<file path="src/rtl/display_scan_mux.sv">
// Time-multiplexed 4-digit 7-segment scanner with per-frame snapshot, anode blanking and colon drive.
// Latency: seg/an/colon are registered, reflecting idx, cnt and display_en one cycle earlier.
// Backpressure: none; free-running scan. Optional macro COLON_BLINK_EN toggles the colon on sec_tick.
module display_scan_mux #(
   parameter int REFRESH_DIV    = 16,
   parameter int BLANK_CYCLES   = 1,
   parameter bit SEG_ACTIVE_LOW = 1
) (
   input  logic       clk,
   input  logic       reset_n,
   input  logic       sec_tick,
   input  logic       display_en,
   input  logic [6:0] minuteDisp1,
   input  logic [6:0] minuteDisp2,
   input  logic [6:0] hourDisp1,
   input  logic [6:0] hourDisp2,
   output logic [6:0] seg,
   output logic [3:0] an,
   output logic       colon
);

   localparam int              CW        = (REFRESH_DIV > 1) ? $clog2(REFRESH_DIV) : 1;
   localparam logic [CW-1:0]   CNT_LAST  = CW'(REFRESH_DIV - 1);
   localparam logic [CW-1:0]   CNT_BLANK = CW'(BLANK_CYCLES);
   localparam logic [6:0]      SEG_BLANK = SEG_ACTIVE_LOW ? 7'h7F : 7'h00;

   logic [CW-1:0]   cnt_q, cnt_d;
   logic [1:0]      idx_q, idx_d;
   logic [3:0][6:0] snap_q;
   logic            first_q;
   logic            slot_end, frame_end, capture, lit;
   logic [6:0]      seg_code, seg_d;
   logic [3:0]      an_d;
   logic            colon_d;

   // Scan timing: slot counter and digit index
   always_comb begin
      slot_end  = (cnt_q == CNT_LAST);
      frame_end = slot_end && (idx_q == 2'd3);
      cnt_d     = slot_end ? '0 : cnt_q + 1'b1;
      idx_d     = slot_end ? idx_q + 2'd1 : idx_q;
   end

   // first_q forces one capture on the first edge after reset so the display never shows zeros for a frame
   assign capture = first_q | frame_end;

   always_ff @(posedge clk or negedge reset_n) begin
      if (!reset_n) begin
         cnt_q   <= '0;
         idx_q   <= '0;
         first_q <= 1'b1;
      end else begin
         cnt_q   <= cnt_d;
         idx_q   <= idx_d;
         first_q <= 1'b0;
      end
   end

   always_ff @(posedge clk or negedge reset_n) begin
      if (!reset_n) begin
         snap_q <= '0;
      end else if (capture) begin
         snap_q <= {hourDisp2, hourDisp1, minuteDisp2, minuteDisp1};
      end
   end

   // Output decode: lit only past the ghost-suppression window; one-hot-low an by construction
   always_comb begin
      lit      = display_en && (cnt_q >= CNT_BLANK);
      seg_code = snap_q[idx_q];
      seg_d    = SEG_BLANK;
      an_d     = 4'b1111;
      if (lit) begin
         seg_d = SEG_ACTIVE_LOW ? ~seg_code : seg_code;
         an_d  = ~(4'b0001 << idx_q);
      end
   end

`ifdef COLON_BLINK_EN
   logic blink_q;

   always_ff @(posedge clk or negedge reset_n) begin
      if (!reset_n) begin
         blink_q <= 1'b0;
      end else if (sec_tick && display_en) begin
         blink_q <= ~blink_q;
      end
   end

   assign colon_d = display_en & blink_q;
`else
   logic unused_sec_tick;

   assign unused_sec_tick = sec_tick;
   assign colon_d         = display_en;
`endif

   always_ff @(posedge clk or negedge reset_n) begin
      if (!reset_n) begin
         seg   <= SEG_BLANK;
         an    <= 4'b1111;
         colon <= 1'b0;
      end else begin
         seg   <= seg_d;
         an    <= an_d;
         colon <= colon_d;
      end
   end

endmodule

</file>
<file path="config.mk">
export PLATFORM = sky130hd
export DESIGN_NAME = display_scan_mux
export DESIGN_NICKNAME = d
export VERILOG_FILES = /design/src/rtl/display_scan_mux.sv
export SDC_FILE = /design/constraint.sdc
export NUM_CORES = 1
export LEC_CHECK = 0
export CORE_ASPECT_RATIO = 0.6
export CORE_MARGIN = 2
export CORE_UTILIZATION = 44
export DETAILED_ROUTE_END_ITERATION = 7
export HOLD_SLACK_MARGIN = 0.1
export PLACE_DENSITY = 0.74
export SLEW_MARGIN = 10
export SYNTH_ARGS = -nofsm -noshare
export SYNTH_HDL_FRONTEND = slang
export SYNTH_SLANG_ARGS = --single-unit
export TNS_END_PERCENT = 1
</file>
<file path="constraint.sdc">
create_clock -name clk -period 1.7 [get_ports clk]
set_input_delay 0.255 -clock clk [delete_from_list [all_inputs] [get_ports clk]]
set_output_delay 0.255 -clock clk [all_outputs]
set_load 0.1 [all_outputs]
</file>
==> impl_metrics.tcl <==
set metrics [dict create \
    ir_drop_v 0.0004922 \
    crit_chain "ha_1, a41oi_4, clkbuf_16, mux2_2" \
    antenna_found_initial 0 \
    grt_overflow 0 \
    crit_required_ps 1880 \
    clockBufferDepth 2 \
    fmax_ghz 0.6030 \
    cts.sinks 47 \
    min_period_ps 1658 \
    cts-htree-levels 2 \
    yosysSeqAreaShare 0.6087 \
    worstPathMaxFanout 7 \
    wirelength_um 3533 \
    synthSimpleGateAreaFrac 0.02366 \
    status "complete, no violations" \
    dpl.hpwl_um 2383 \
    synth_xor_area_frac 0.008951 \
    worstHoldPathCells 1 \
    whs_endpoint "colon" \
    hp-start "display_en" \
    routed_via_density 4.932 \
    reg2regPathDepth 4 \
    drtAntennaViolNets 0 \
    io_buffers 42 \
    synth_warnings 0 \
    synth_area_per_cell_um2 15.91 \
    stdcell_count 236 \
    crit_path_end_kind "register" \
    fin_hold_ws_ps 430.5 \
    synthAdderAreaFrac 0.04476 \
    crit_slowest_cell "dfrtp_1" \
    synth_top_family_by_area "multiplexers" \
    ios 44 \
    fp.dieH_um 55.66 \
    p_per_area_nw_per_um2 823.3 \
    grt_max_degree 48 \
    synth-seq-cells 47 \
    hold_class "primary input to register" \
    insertion_delay_ps 300 \
    grt_usage 0.1492 \
    crit_family "flip-flops" \
    areaGrowthSynthToFinish_pct 40.92 \
    drive_above_1_share 0.4489 \
    syn_nets 162 \
    r2r_slack_ps 40 \
    r2r-end "snap_q[21]" \
    grt_pass1_wl_um 5733 \
    startpoint_type "register" \
    synth_top_area_frac 0.4476 \
    rsz0062_at_grt "false" \
    worst-path-buf-inv 1 \
    synth.largest_area_cell "dfrtp_1" \
    maxCapViolations 0 \
    synth_cells 123 \
    critPathMaxStageDelay_ps 400 \
    crit_type "register to register" \
    p_leak_nw 1.184 \
    cp.arrival_ps 1840 \
    cts_tree "yes" \
    clkTransAtPathRegs_ps 90 \
    vias 1164 \
    fp.coreArea_um2 4189 \
    synth_compound_area_frac 0.03261 \
    placed_cells 224 \
    fp.dieW_um 90.10 \
    cts_buffers 5 \
    skew_ps 11.63 \
    drc_errors 0 \
    rows 18 \
    fin_tns_setup_ps 0 \
    syn_area_um2 1957 \
    fin_nets 215 \
    hold_viol 0 \
    muxShareOfSynthArea 0.2474 \
    setup_viol 0 \
    initial_utilization 0.4671 \
    cts-root-buf "clkbuf_8" \
    dieArea_um2 5014 \
    finalMaxSlewViolations 0 \
    drt-pass1-iter-count 4 \
    fin_crit_sh 0.9755 \
    synth_area_leaders "dfrtp_1, mux2_2, dfstp_2, mux4_2, ha_1" \
    first_iter_violations 59 \
    wl_per_cell_um 14.97 \
    r2r-start "idx_q[0]" \
    synth_cell_types 21 \
    grt_pass1_vias 1216 \
    n_antenna_cell 0 \
    routabilityCongestion 0.7062 \
]
-- stage by stage --
step | setup WS, ps | power (mW) | util | area (um^2)
final | 41.69 | 2.270 | 0.6583 | 2758
after global routing | 3.208 | 2.358 | 0.6583 | 2758
after CTS | 42.61 | 2.279 | 0.6452 | 2703
after detailed placement | 74.56 | 1.495 | 0.6183 | 2590
after global placement | 126.3 | 1.481 | 0.6183 | 2590
after floorplan | 0.9934 | 1.365 | - | 1957
-- registers in the layout, indices dropped and copies added, names as in the netlist --
| register | cells |
|---|---|
| first_q | 1 |
| snap_q | 28 |
| an | 4 |
| colon | 1 |
| cnt_q | 4 |
| idx_q | 2 |
| seg | 7 |
-- timing repair --
| item | CTS | global route |
|---|---|---|
| gates resized for setup | 0 | 2 |
| endpoints found under the setup margin | 0 | 28 |
| hold buffers | 1 | 0 |
| setup buffers | 0 | 2 |
| endpoints found under the hold margin | 35 | 0 |
-- synth_stat cells (all sizes together) --
library cell	n
a41oi	1
dfrtp	35
o21ai	1
a31oi	1
o41a	1
a21oi	1
o41ai	1
xnor2	1
conb	1
ha	7
nand3	1
clkbuf	3
buf	3
dfstp	12
mux4	7
inv	6
nand2	11
mux2	29
xor2	1
-- where the power goes --
group	switching (mW)	total [mW]	internal (mW)
clock network	0.356	0.787	0.431
registers	0.0344	1.23	1.19
logic	0.0869	0.258	0.171
-- worst max-delay path by stage --
stage               slack (ps)          to  cells after the start     start
finish                      40  snap_q[21]                      4  idx_q[0]
global route                 3   snap_q[1]                      4  idx_q[0]
CTS                         40   snap_q[9]                      4  cnt_q[0]
detailed placement          70   snap_q[9]                      4  cnt_q[0]
global placement           130  snap_q[12]                      4  cnt_q[0]
floorplan                    1   snap_q[0]                      4  cnt_q[0]
-- cell families (layout without fill, tap and decap cells) --
group,Yosys count,after routing
flops,47,47
mux,36,36
simple gates,12,12
buf+inv,12,65
fa+ha+maj,7,7
compound gates,6,6
xor+xnor,2,2
other cells,1,1
-- cells in the final DEF (no fill, tap or decap), types with 5 or more instances in the layout --
| cell type | Yosys | routed |
|---|---|---|
| buf_12 | 0 | 14 |
| dfstp_2 | 12 | 12 |
| mux2_2 | 29 | 29 |
| clkbuf_8 | 0 | 5 |
| ha_1 | 7 | 6 |
| buf_4 | 0 | 5 |
| clkdlybuf4s50_1 | 0 | 29 |
| nand2_1 | 11 | 11 |
| mux4_2 | 7 | 7 |
| dfrtp_1 | 35 | 34 |
| inv_1 | 6 | 6 |
-- area by class of cell --
class | instances | area (um^2)
fill | 307 | 1431
clock buffer | 6 | 72.57
timing repair buffer | 52 | 659.4
sequential | 47 | 1192
clock inverter | 1 | 30.03
inverter | 6 | 22.52
multi-input combinational | 64 | 705.7
tap | 60 | 75.07
-- metal layers --
| layer | GRT usage | vias to the layer above | wire length (um) |
|---|---|---|---|
| met2 | 0.2320 | 39 | 1749 |
| met4 | 0.08571 | 0 | 41 |
| li1 | - | 532 | - |
| met3 | 0.04878 | 5 | 174 |
| met1 | 0.1857 | 588 | 1568 |
| met5 | 0 | - | 0 |
No activity file was read; power rests on OpenSTA's default activity.
